### config.mk
export PLATFORM = sky130hd
export DESIGN_NAME = pc_next_gen
export DESIGN_NICKNAME = d
export VERILOG_FILES = /design/src/rtl/pcsel_pkg.sv /design/src/rtl/pc_btb.sv /design/src/rtl/pc_next_gen.sv
export SDC_FILE = /design/constraint.sdc
export NUM_CORES = 1
export LEC_CHECK = 0
export BUFFER_PORTS_ARGS = -buffer_cell sky130_fd_sc_hd__clkbuf_2
export CORE_ASPECT_RATIO = 1.4
export CORE_MARGIN = 2
export CORE_UTILIZATION = 44
export CTS_CLUSTER_DIAMETER = 150
export DETAILED_ROUTE_END_ITERATION = 8
export PLACE_DENSITY = 0.79
export SLEW_MARGIN = 5
export SYNTH_ARGS = -nofsm -noshare
export SYNTH_HDL_FRONTEND = slang
export SYNTH_SLANG_ARGS = --single-unit
### constraint.sdc
create_clock -name clk -period 4.1 [get_ports clk]
set_clock_uncertainty 0.05 [all_clocks]
set_input_delay 0.615 -clock clk [delete_from_list [all_inputs] [get_ports clk]]
set_output_delay 0.615 -clock clk [all_outputs]
set_load 0.02 [all_outputs]
### src/rtl/pcsel_pkg.sv
// Shared definitions for the PC-select block: JALR opcode, FSM states and
// 2-bit branch counter encodings with a saturating step helper.
package pcsel_pkg;

  localparam logic [6:0] OP_JALR = 7'b1100111;

  typedef enum logic [1:0] {
    BOOT   = 2'b00,
    RUN    = 2'b01,
    BUBBLE = 2'b10
  } state_e;

  typedef enum logic [1:0] {
    SNT = 2'b00,
    WNT = 2'b01,
    WT  = 2'b10,
    ST  = 2'b11
  } ctr_e;

  function automatic ctr_e ctr_step(input ctr_e c, input logic taken);
    logic [1:0] cv;
    cv = c;
    if (taken) begin
      return (c == ST) ? ST : ctr_e'(cv + 2'd1);
    end
    return (c == SNT) ? SNT : ctr_e'(cv - 2'd1);
  endfunction

endpackage

### src/rtl/pc_btb.sv
// Direct-mapped branch target buffer with 2-bit saturating counters.
// Lookup is combinational on registered contents, so same-cycle updates stay invisible.
module pc_btb
  import pcsel_pkg::*;
#(
  parameter int unsigned XLEN  = 32,
  parameter int unsigned DEPTH = 16
) (
  input  logic            clk_i,
  input  logic            rst_ni,
  input  logic [XLEN-1:0] fetch_pc_i,
  output logic            pred_taken_o,
  output logic [XLEN-1:0] pred_target_o,
  input  logic            upd_i,
  input  logic [XLEN-1:0] upd_pc_i,
  input  logic            upd_jump_i,
  input  logic            upd_taken_i,
  input  logic [XLEN-1:0] upd_target_i
);

  localparam int unsigned IDXW = $clog2(DEPTH);
  localparam int unsigned TAGW = XLEN - IDXW - 2;

  logic [DEPTH-1:0] valid_q;
  logic [TAGW-1:0]  tag_q    [DEPTH];
  logic [XLEN-1:0]  target_q [DEPTH];
  ctr_e             ctr_q    [DEPTH];

  logic [IDXW-1:0] rd_idx;
  logic [IDXW-1:0] wr_idx;
  logic [TAGW-1:0] rd_tag;
  logic [TAGW-1:0] wr_tag;
  logic            rd_hit;
  logic            wr_hit;

  assign rd_idx = fetch_pc_i[IDXW+1:2];
  assign rd_tag = fetch_pc_i[XLEN-1:IDXW+2];
  assign wr_idx = upd_pc_i[IDXW+1:2];
  assign wr_tag = upd_pc_i[XLEN-1:IDXW+2];

  assign rd_hit = valid_q[rd_idx] && (tag_q[rd_idx] == rd_tag);
  assign wr_hit = valid_q[wr_idx] && (tag_q[wr_idx] == wr_tag);

  assign pred_taken_o  = rd_hit && ctr_q[rd_idx][1];
  assign pred_target_o = pred_taken_o ? target_q[rd_idx] : fetch_pc_i + XLEN'(4);

  // Only valid bits are reset; tag/target/counter are don't-care until allocated.
  always_ff @(posedge clk_i) begin
    if (!rst_ni) begin
      valid_q <= '0;
    end else if (upd_i) begin
      if (wr_hit) begin
        ctr_q[wr_idx] <= upd_jump_i ? ST : ctr_step(ctr_q[wr_idx], upd_taken_i);
        if (upd_taken_i) begin
          target_q[wr_idx] <= upd_target_i;
        end
      end else if (upd_taken_i) begin
        valid_q[wr_idx]  <= 1'b1;
        tag_q[wr_idx]    <= wr_tag;
        target_q[wr_idx] <= upd_target_i;
        ctr_q[wr_idx]    <= upd_jump_i ? ST : WT;
      end
    end
  end

endmodule

### src/rtl/pc_next_gen.sv
// Next-PC generator: trap/mispredict redirect, fetch FSM and optional BTB
// prediction (enabled with macro PCSEL_BTB_EN).
module pc_next_gen
  import pcsel_pkg::*;
#(
  parameter int unsigned     XLEN      = 32,
  parameter logic [XLEN-1:0] RESET_PC  = '0,
  parameter int unsigned     BTB_DEPTH = 16
) (
  input  logic            clk,
  input  logic            rst_n,
  input  logic            stall,
  input  logic            fetch_ready,
  output logic            fetch_valid,
  output logic [XLEN-1:0] fetch_pc,
  output logic            fetch_pred_taken,
  output logic [XLEN-1:0] fetch_pred_target,
  input  logic            ex_valid,
  input  logic [XLEN-1:0] ex_pc,
  input  logic            ex_branch,
  input  logic            ex_jump,
  input  logic [6:0]      ex_op,
  input  logic            ex_taken,
  input  logic [XLEN-1:0] ex_pc_branch,
  input  logic [XLEN-1:0] ex_jalr_target,
  input  logic            ex_pred_taken,
  input  logic [XLEN-1:0] ex_pred_target,
  input  logic            trap_valid,
  input  logic [XLEN-1:0] trap_vec,
  output logic            flush
);

  state_e          state_q, state_d;
  logic [XLEN-1:0] pc_q, pc_d;
  logic            flush_q;

  logic [XLEN-1:0] resolved_target;
  logic [XLEN-1:0] ex_pc_plus4;
  logic [XLEN-1:0] actual_next;
  logic [XLEN-1:0] predicted_next;
  logic            ex_cf_taken;
  logic            mispredict;
  logic            redirect;
  logic            pred_taken;
  logic [XLEN-1:0] pred_target;

  assign resolved_target = (ex_jump && (ex_op == OP_JALR)) ? ex_jalr_target : ex_pc_branch;
  assign ex_pc_plus4     = ex_pc + XLEN'(4);
  assign ex_cf_taken     = ex_jump || (ex_branch && ex_taken);
  assign actual_next     = ex_cf_taken ? resolved_target : ex_pc_plus4;
  assign predicted_next  = ex_pred_taken ? ex_pred_target : ex_pc_plus4;
  assign mispredict      = ex_valid && (actual_next != predicted_next);
  assign redirect        = trap_valid || mispredict;

`ifdef PCSEL_BTB_EN
  pc_btb #(
    .XLEN  (XLEN),
    .DEPTH (BTB_DEPTH)
  ) u_btb (
    .clk_i         (clk),
    .rst_ni        (rst_n),
    .fetch_pc_i    (pc_q),
    .pred_taken_o  (pred_taken),
    .pred_target_o (pred_target),
    .upd_i         (ex_valid && (ex_branch || ex_jump)),
    .upd_pc_i      (ex_pc),
    .upd_jump_i    (ex_jump),
    .upd_taken_i   (ex_cf_taken),
    .upd_target_i  (resolved_target)
  );
`else
  assign pred_taken  = 1'b0;
  assign pred_target = pc_q + XLEN'(4);
`endif

  // Redirect is applied last so it overrides both the FSM step and stall/ready.
  always_comb begin
    state_d     = state_q;
    pc_d        = pc_q;
    fetch_valid = 1'b0;
    unique case (state_q)
      BOOT:   state_d = RUN;
      RUN: begin
        fetch_valid = 1'b1;
        if (fetch_ready && !stall) begin
          pc_d = pred_target;
        end
      end
      BUBBLE: state_d = RUN;
      default: state_d = BOOT;
    endcase
    if (redirect) begin
      state_d = BUBBLE;
      pc_d    = trap_valid ? trap_vec : actual_next;
    end
  end

  always_ff @(posedge clk) begin
    if (!rst_n) begin
      state_q <= BOOT;
      pc_q    <= RESET_PC;
      flush_q <= 1'b0;
    end else begin
      state_q <= state_d;
      pc_q    <= pc_d;
      flush_q <= redirect;
    end
  end

  assign fetch_pc          = pc_q;
  assign fetch_pred_taken  = pred_taken;
  assign fetch_pred_target = pred_target;
  assign flush             = flush_q;

endmodule

==> impl_metrics.json, run 1 <==
{
  "status": "complete, no violations",
  "grt_max_degree": 43,
  "critical_path_required_ps": 4220,
  "combPwrFrac": 0.455,
  "nFillCells": 1092,
  "clkTransAtPathRegs_ps": 60,
  "synth-main-ff-cell": "dfxtp_1",
  "utilization": 0.6213,
  "synth-edff-count": 0,
  "cts_tree": "built",
  "synth_cell_type_count": 79,
  "p_per_area_nw_per_um2": 202.9,
  "layout-drive-gt1-share": 0.3572,
  "worst_pin_slew_ps": 811.4,
  "synth_area_sq_um": 5091,
  "maxSlewViolCount": 0,
  "htreeDepth": 2,
  "intPower_w": 0.0008760,
  "crit_path_end": "fetch_pc[25]",
  "dieArea_sq_um": 12460,
  "coreArea_sq_um": 11280,
  "p_leak_nw": 3.307,
  "peakVddDrop_uv": 282.3,
  "first_iter_violations": 443,
  "io_pins": 244,
  "cts_sinks": 35,
  "grt_pass1_vias": 6353,
  "crit_path_start_kind": "primary input",
  "hold_path_class": "reg2reg",
  "rows": 46,
  "startpoint": "ex_pc[6]",
  "p_seq_frac": 0.285,
  "async_reset_ff_frac": 0,
  "r2r-start": "fetch_pc[4]",
  "clk_latency_ps": 280,
  "multi_input_area_sq_um": 4154,
  "antenna_left": 0,
  "path_max_fanout": 5,
  "power.switching_w": 0.0005461,
  "pre_cts_slack_ps": -84.96,
  "slew_headroom": 0.4591,
  "ys_ff_latch": 35,
  "p_sw_frac": 0.3840,
  "stdcell_count": 1093,
  "cts_inserted_buffers": 5,
  "syn_to_final_growth_pct": 37.68,
  "cts_buffer_depth": 2,
  "gp_congestion": 0.9414,
  "power_frac_clock": 0.260,
  "overflow": 0,
  "syn_avg_cell_area_sq_um": 7.498,
  "postCtsHoldBufs": 0,
  "synth-seq-area-share": 0.1376,
  "numPortBuffers": 242,
  "final-seq-area_sq_um": 700.7,
  "grt_pass1_wl_mm": 31.98,
  "cts-root-buf": "clkbuf_16",
  "syn_nets": 858,
  "reg2reg_to": "fetch_pc[31]",
  "setup_viol": 0,
  "max_cap_violations": 0,
  "max_freq_mhz": 255.2,
  "reg2regPathDepth": 12,
  "grt_usage": 0.3263,
  "arrival_ps": 4040,
  "initial_core_util": 0.4513,
  "die_x_microns": 94.91,
  "post-route-period-util": 0.9557,
  "synth_cells": 679,
  "total_power_w": 0.001422,
  "setup_ws_ps": 181.6,
  "die_h_microns": 131.3,
  "dp_hpwl_mm": 16.81,
  "finalWirelength_mm": 20.40,
  "critPathKind": "in2reg",
  "antenna_found_initial": 0,
  "period_minus_slack_ps": 3918,
  "dp_cells": 1085,
  "nets": 1127,
  "antennaDiodeCount": 0,
  "ys.warnings.count": 0,
  "holdWs_ps": 372.3,
  "via_per_inst": 5.855,
  "dr.pass1.iters": 5,
  "reg2reg_slack_ps": 740,
  "end_kind": "register",
  "vias": 6399,
  "remaining_drc_errors": 0,
  "routedWlPerCell_microns": 18.66,
  "final-hold-violation-count": 0
}
==> repair_timing <==
item                                    in CTS  in global routing
endpoints found under the setup margin       0                  2
buffers inserted                             0                  0
resized for setup                            0                  3
==> critical path, cell delays in order <==
cell	delay [ps]
clkbuf_2	90
nand2_1	80
or4_4	570
or4_1	580
a31oi_2	240
xnor2_1	80
or3_1	360
o41ai_2	340
o2111a_2	310
a21boi_4	110
or3_1	360
a22o_1	180
o211a_1	120
==> metrics by stage <==
step / setup TNS [ps] / area, sq um
after floorplan: 0 / 5091
final: 0 / 7009
after global placement: -58.66 / 6857
after detailed placement: -622.7 / 6857
after global routing: -0.2416 / 7009
after CTS: 0 / 6994
==> synth_stat cells, types with 3 or more instances <==
library cell,count,share of area
nor2b_1,6,0.0074
nand4b_1,3,0.0052
o22ai_1,17,0.021
nand2_1,74,0.055
buf_4,5,0.0074
dfxtp_1,35,0.14
and2_1,5,0.0061
nand2b_1,4,0.0049
a221oi_1,3,0.0052
a21oi_1,25,0.025
o21ai_0,24,0.024
buf_2,9,0.0088
o31ai_1,6,0.0088
o211a_1,19,0.037
buf_1,3,0.0022
or2_2,5,0.0061
and4_1,10,0.017
clkbuf_1,29,0.021
mux2i_1,50,0.098
a31oi_1,10,0.012
a32o_1,4,0.0079
a211oi_1,4,0.0059
and3_1,19,0.023
o21ai_1,7,0.0069
o211ai_1,10,0.015
xnor2_1,70,0.12
o41ai_1,5,0.0086
nand3_1,33,0.032
nor3_1,14,0.014
nor4_1,12,0.015
nor2_1,27,0.020
inv_1,16,0.012
xor2_1,42,0.072
nand4_1,12,0.015
or3_1,5,0.0061
a311oi_1,3,0.0052
a22o_1,3,0.0052
==> cell families (layout without fill, tap and decap cells) <==
| logic type | after synthesis | count (layout) | synth area share |
|---|---|---|---|
| flip-flops | 35 | 35 | 0.1376 |
| multiplexers | 51 | 51 | 0.1005 |
| other | 1 | 1 | 0.0007366 |
| buffers and inverters | 63 | 333 | 0.05235 |
| AO/OA/AOI/OAI | 168 | 168 | 0.2404 |
| XOR/XNOR | 115 | 115 | 0.2064 |
| AND/OR/NAND/NOR | 244 | 244 | 0.2571 |
| adder cells (fa/ha/maj) | 2 | 2 | 0.004914 |
==> final cells by class <==
| type | instances | area share |
|---|---|---|
| Tap cell | 144 | 0.02571 |
| Clock buffer | 7 | 0.01892 |
| Timing Repair Buffer | 308 | 0.2529 |
| Inverter | 17 | 0.009104 |
| Clock inverter | 1 | 0.0007140 |
| Multi-Input combinational cell | 581 | 0.5926 |
| Sequential cell | 35 | 0.09996 |
==> placed cells by master, fill, tap and decap left out, types with 13 or more instances in the layout <==
cell type / Yosys / final
o21ai_0: 24 / 24
xnor2_1: 70 / 70
a21oi_1: 25 / 24
o22ai_1: 17 / 17
dfxtp_1: 35 / 35
clkbuf_2: 0 / 242
mux2i_1: 50 / 50
nand3_1: 33 / 33
xor2_1: 42 / 42
nor2_1: 27 / 26
nor3_1: 14 / 13
o211a_1: 19 / 19
buf_4: 5 / 60
and3_1: 19 / 19
inv_1: 16 / 16
nand2_1: 74 / 74
==> state kept, by name, summed over array words and instances (netlist names) <==
name and count:
state_q 2, fetch_pc 32, flush 1
==> how the worst min path moves through the flow <==
stage | start | end | slack [ps] | depth (start not counted)
4_1_cts | state_q[0] | state_q[0] | 370 | 1
2_1_floorplan | state_q[0] | state_q[0] | 350 | 1
3_3_place_gp | state_q[0] | state_q[0] | 360 | 1
3_5_place_dp | state_q[0] | state_q[0] | 360 | 1
5_1_grt | state_q[0] | state_q[0] | 400 | 1
6_report | state_q[0] | state_q[0] | 370 | 1
==> layer usage <==
metal / GRT usage / share of wire / up-vias
met5: 0 / 0 / -
met4: 0.1473 / 0.044 / 0
met2: 0.5646 / 0.50 / 299
met3: 0.04243 / 0.073 / 61
li1: - / - / 3070
met1: 0.3924 / 0.39 / 2969
==> power groups by stage <==
stage	clock network [W]	logic (W)	registers, W
floorplan	0	0.000342	0.000430
global placement	0	0.000631	0.000411
detailed placement	0	0.000637	0.000411
CTS	0.000372	0.000641	0.000404
global route	0.000386	0.000699	0.000410
finish	0.000370	0.000647	0.000405
(Power assumes the default switching activity.)
==> inputs of run 2 (changes only) <==
==> constraint.sdc (replaced) <==
create_clock -name clk -period 4.1 [get_ports clk]
set_clock_uncertainty 0.05 [all_clocks]
set_input_delay 0.615 -clock clk [delete_from_list [all_inputs] [get_ports clk]]
set_output_delay 0.615 -clock clk [all_outputs]
set_load 0.005 [all_outputs]
==> impl_metrics.json, run 2 (same netlist as run 1, synthesis figures left out) <==
{
  "arrival_ps": 4020,
  "maxSlewViolCount": 0,
  "status": "complete, no violations",
  "die_h_microns": 131.3,
  "routedWlPerCell_microns": 18.56,
  "grt_max_degree": 43,
  "cts-root-buf": "clkbuf_16",
  "max_freq_mhz": 256.4,
  "worst_pin_slew_ps": 801.6,
  "reg2reg_to": "fetch_pc[31]",
  "cts_inserted_buffers": 5,
  "final_common_cell": "clkbuf_2",
  "rsz0062_at_grt": "false",
  "period_minus_slack_ps": 3899,
  "m1WireLength_mm": 8.125,
  "reg2reg_slack_ps": 710,
  "top_layer_used": "met4",
  "via_per_inst": 5.835,
  "cts_sinks": 35,
  "slew_headroom": 0.4656,
  "grt_pass1_vias": 6225,
  "p_leak_nw": 3.304,
  "gp_congestion": 0.9443,
  "dr.pass1.iters": 5,
  "postCtsHoldBufs": 0,
  "antenna_left": 0,
  "clkTransAtPathRegs_ps": 50,
  "critPathKind": "in2reg",
  "rows": 46,
  "crit_path_start_kind": "primary input",
  "wl_met3_mm": 1.323,
  "hold_start": "state_q[0]",
  "p_per_area_nw_per_um2": 196.2,
  "dp_hpwl_mm": 16.71,
  "holdWs_ps": 386.1,
  "pre_cts_slack_ps": -56.43,
  "overflow": 0,
  "cts_tree": "built",
  "reg2regPathDepth": 12,
  "cts_setup_buffers": 0,
  "remaining_drc_errors": 0,
  "initial_core_util": 0.4513,
  "max_cap_violations": 0,
  "cts.repair.resized": 0,
  "coreArea_sq_um": 11280,
  "wl_met2_mm": 9.965,
  "end_kind": "register",
  "vias": 6366,
  "final-hold-violation-count": 0,
  "min_to": "state_q[0]",
  "total_power_w": 0.001373,
  "grt_usage": 0.3207,
  "io_pins": 244,
  "numPortBuffers": 242,
  "placed_cell_area_sq_um": 6849,
  "antenna_found_initial": 0,
  "nets": 1126,
  "clk_latency_ps": 280,
  "first_iter_violations": 378,
  "layout_common_cells": "clkbuf_2 (242), nand2_1 (74), xnor2_1 (70)",
  "peakVddDrop_uv": 295.7,
  "setup_ws_ps": 200.6,
  "fin_area_sq_um": 6999,
  "path_max_fanout": 5,
  "cts_buffer_depth": 2,
  "critical_path_required_ps": 4220,
  "syn_to_final_growth_pct": 37.48,
  "r2r-start": "fetch_pc[4]",
  "htreeDepth": 2,
  "finalWirelength_mm": 20.25,
  "antennaDiodeCount": 0,
  "largest_reg_flops": 32,
  "dieArea_sq_um": 12460,
  "die_x_microns": 94.91,
  "post-route-period-util": 0.9511,
  "hold_path_class": "reg2reg",
  "grt_pass1_wl_mm": 31.57,
  "finalSetupTns_ps": 0,
  "nFillCells": 1099,
  "holdPathStages": 1,
  "setup_viol": 0,
  "layout-drive-gt1-share": 0.3569
}
[run 2: cell count changes in the layout (fill, tap and decap cells not counted), sizes merged]
cell and delta:
buf -1, clkbuf -1
[run 2: worst max path at each step]
stage / start / end / slack [ps] / cells after the start
after global routing: ex_pc[6] / fetch_pc[14] / 4 / 14
final: ex_pc[6] / fetch_pc[25] / 200 / 13
after floorplan: ex_pc[4] / fetch_pc[25] / 110 / 13
after global placement: ex_pc[6] / fetch_pc[25] / -30 / 13
after CTS: ex_pc[6] / fetch_pc[25] / 230 / 13
after detailed placement: ex_pc[6] / fetch_pc[25] / -60 / 13
[run 2: where the power goes]
part,leakage [nW],switching [W],internal [W],total (W)
combinational,2.94,0.000305,0.000284,0.000588
sequential,0.290,0.0000390,0.000367,0.000406
clock,0.0727,0.000143,0.000237,0.000380
[run 2: critical path, cell delays in order]
cell	delay, ps
clkbuf_2	90
nand2_1	80
or4_4	570
or4_1	560
a31oi_1	250
xnor2_1	80
or3_1	360
o41ai_2	340
o2111a_2	310
a21boi_4	110
or3_1	350
a22o_1	180
o211a_1	130
[run 2: per-stage QoR]
step                  util  cells
floorplan                -    679
global placement    0.6071   1084
detailed placement  0.6071   1084
CTS                 0.6199   1091
global route        0.6205   1091
finish              0.6205   1091
[run 2: routing by layer]
metal | up-vias | GRT usage
met1 | 2961 | 0.4025
met4 | 0 | 0.1361
met5 | - | 0
met2 | 291 | 0.5473
li1 | 3062 | -
met3 | 52 | 0.03211
[run 2: layout make-up]
cell class | instances | area, sq um | share of cell area
multi-input cells | 581 | 4145 | 0.5922
well taps | 144 | 180.2 | 0.02574
repair buffers | 307 | 1765 | 0.2522
flip-flops and latches | 35 | 700.7 | 0.1001
clock buffers | 6 | 138.9 | 0.01984
clock inverters | 1 | 5.005 | 0.0007151
inverters | 17 | 63.81 | 0.009117
==> inputs of run 3 (changes only) <==
--- a/config.mk
+++ b/config.mk
@@ -6,12 +6,14 @@
 export NUM_CORES = 1
 export LEC_CHECK = 0
 export BUFFER_PORTS_ARGS = -buffer_cell sky130_fd_sc_hd__clkbuf_2
+export CELL_PAD_IN_SITES_DETAIL_PLACEMENT = 0
+export CELL_PAD_IN_SITES_GLOBAL_PLACEMENT = 1
 export CORE_ASPECT_RATIO = 1.4
 export CORE_MARGIN = 2
-export CORE_UTILIZATION = 44
+export CORE_UTILIZATION = 36
 export CTS_CLUSTER_DIAMETER = 150
 export DETAILED_ROUTE_END_ITERATION = 8
-export PLACE_DENSITY = 0.79
+export PLACE_DENSITY = 0.88
 export SLEW_MARGIN = 5
 export SYNTH_ARGS = -nofsm -noshare
 export SYNTH_HDL_FRONTEND = slang
==> constraint.sdc (replaced) <==
create_clock -name clk -period 4.5 [get_ports clk]
set_clock_uncertainty 0.05 [all_clocks]
set_input_delay 0.675 -clock clk [delete_from_list [all_inputs] [get_ports clk]]
set_output_delay 0.675 -clock clk [all_outputs]
set_load 0.005 [all_outputs]
==> impl_metrics.json, run 3 (same netlist as run 1, synthesis figures left out) <==
{
  "status": "complete, no violations",
  "power_frac_clock": 0.278,
  "layout-drive-gt1-share": 0.3469,
  "finalSetupTns_ps": 0,
  "path_max_fanout": 34,
  "power.switching_w": 0.0004396,
  "peakVddDrop_uv": 210.7,
  "antennaDiodeCount": 0,
  "hold_path_class": "reg2reg",
  "die_h_microns": 144.7,
  "combPwrFrac": 0.424,
  "setup_viol": 0,
  "cts_buffer_depth": 2,
  "antenna_found_initial": 1,
  "antenna_left": 0,
  "max_freq_mhz": 239.9,
  "holdWs_ps": 376.7,
  "remaining_drc_errors": 0,
  "max_cap_violations": 0,
  "syn_to_final_growth_pct": 35.71,
  "p_leak_nw": 3.231,
  "grt_pass1_wl_mm": 31.31,
  "intPower_w": 0.0007978,
  "via_per_inst": 5.545,
  "coreArea_sq_um": 13850,
  "initial_core_util": 0.3677,
  "rows": 51,
  "grt_usage": 0.2622,
  "p_sw_frac": 0.3553,
  "nets": 1113,
  "clk_latency_ps": 280,
  "final-hold-violation-count": 0,
  "slew_headroom": 0.3799,
  "htreeDepth": 2,
  "gp_congestion": 0.9820,
  "critical_path_required_ps": 4650,
  "rsz0062_at_grt": "false",
  "largest_reg_flops": 32,
  "final_common_cell": "clkbuf_2",
  "crit_path_start_kind": "primary input",
  "p_per_area_nw_per_um2": 179.1,
  "critPathKind": "in2reg",
  "nFillCells": 1474,
  "cts.repair.resized": 0,
  "cts_setup_buffers": 0,
  "layout_common_cells": "clkbuf_2 (242), nand2_1 (74), xnor2_1 (70)",
  "finalWirelength_mm": 21.08,
  "reg2regPathDepth": 12,
  "overflow": 0,
  "grt_max_degree": 43,
  "end_kind": "register",
  "cts_inserted_buffers": 5,
  "dp_hpwl_mm": 17.40,
  "post-route-period-util": 0.9264,
  "routedWlPerCell_microns": 18.83,
  "cts_sinks": 35,
  "dr.pass1.iters": 8,
  "cts_tree": "built",
  "grt_pass1_vias": 5781,
  "cts-root-buf": "clkbuf_16",
  "maxSlewViolCount": 0,
  "arrival_ps": 4320,
  "die_x_microns": 104.5,
  "postCtsHoldBufs": 0,
  "numPortBuffers": 242,
  "holdPathStages": 1,
  "clkTransAtPathRegs_ps": 60,
  "p_seq_frac": 0.298,
  "worst_pin_slew_ps": 928.0,
  "first_iter_violations": 285,
  "vias": 6205,
  "period_minus_slack_ps": 4169,
  "dieArea_sq_um": 15120,
  "io_pins": 244
}
-- run 3: cell types whose count changed in the layout (fill, tap and decap cells not counted) --
cell	previous run	this run
buf_6	1	0
buf_4	59	50
nor2_2	1	0
buf_12	5	2
nor2_1	25	26
-- run 3: power groups by stage --
stage	combinational, W	clock, W	sequential (W)
after floorplan	0.000284	0	0.000367
after global placement	0.000517	0	0.000374
after detailed placement	0.000519	0	0.000375
after CTS	0.000522	0.000347	0.000368
after global routing	0.000569	0.000359	0.000373
final	0.000525	0.000344	0.000369
-- run 3: area by class of cell --
type                    count  area, sq um  share of cell area
clock inverters             1        5.005           0.0007244
clock buffers               6        138.9             0.02010
multi-input cells         581         4143              0.5996
flip-flops and latches     35        700.7              0.1014
repair buffers            294         1627              0.2354
inverters                  17        63.81            0.009236
well taps                 185        231.5             0.03350
-- run 3: per-stage QoR --
step / total power [W] / utilization / cells / setup slack [ps] / area [sq um]
after floorplan: 0.0006508 / - / 679 / 446.5 / 5091
after global routing: 0.001301 / 0.4990 / 1119 / 110.7 / 6909
after global placement: 0.0008915 / 0.4886 / 1112 / 113.1 / 6765
after detailed placement: 0.0008935 / 0.4886 / 1112 / 83.50 / 6765
final: 0.001237 / 0.4990 / 1119 / 331.0 / 6909
after CTS: 0.001237 / 0.4990 / 1119 / 360.6 / 6909
-- run 3: metal layers --
layer | up-vias | part of all wire | GRT usage
met5 | - | 0 | 0
met4 | 0 | 0.034 | 0.1046
met3 | 40 | 0.058 | 0.02911
met2 | 253 | 0.50 | 0.4637
met1 | 2884 | 0.41 | 0.3259
li1 | 3028 | - | -
-- run 3: final timing paths --
| kind | startpoint | endpoint | slack (ps) |
|---|---|---|---|
| worst max-delay path | ex_pc[16] | fetch_pc[9] | 330 |
| worst min-delay path | state_q[1] | state_q[0] | 380 |
| worst max register to register | fetch_pc[4] | fetch_pc[31] | 860 |
| worst min register to register | state_q[1] | state_q[0] | 380 |
-- run 3: critical path, cell delays in order --
cell      delay, ps
clkbuf_2        140
buf_4           180
nand2_1          80
nor4_1          490
buf_4           210
nand4_1         150
xnor2_1         250
a311oi_1         90
and4_1          220
a31oi_1         170
and4b_1         270
a21oi_4         750
buf_4           290
a31oi_1          90
a211oi_1        250
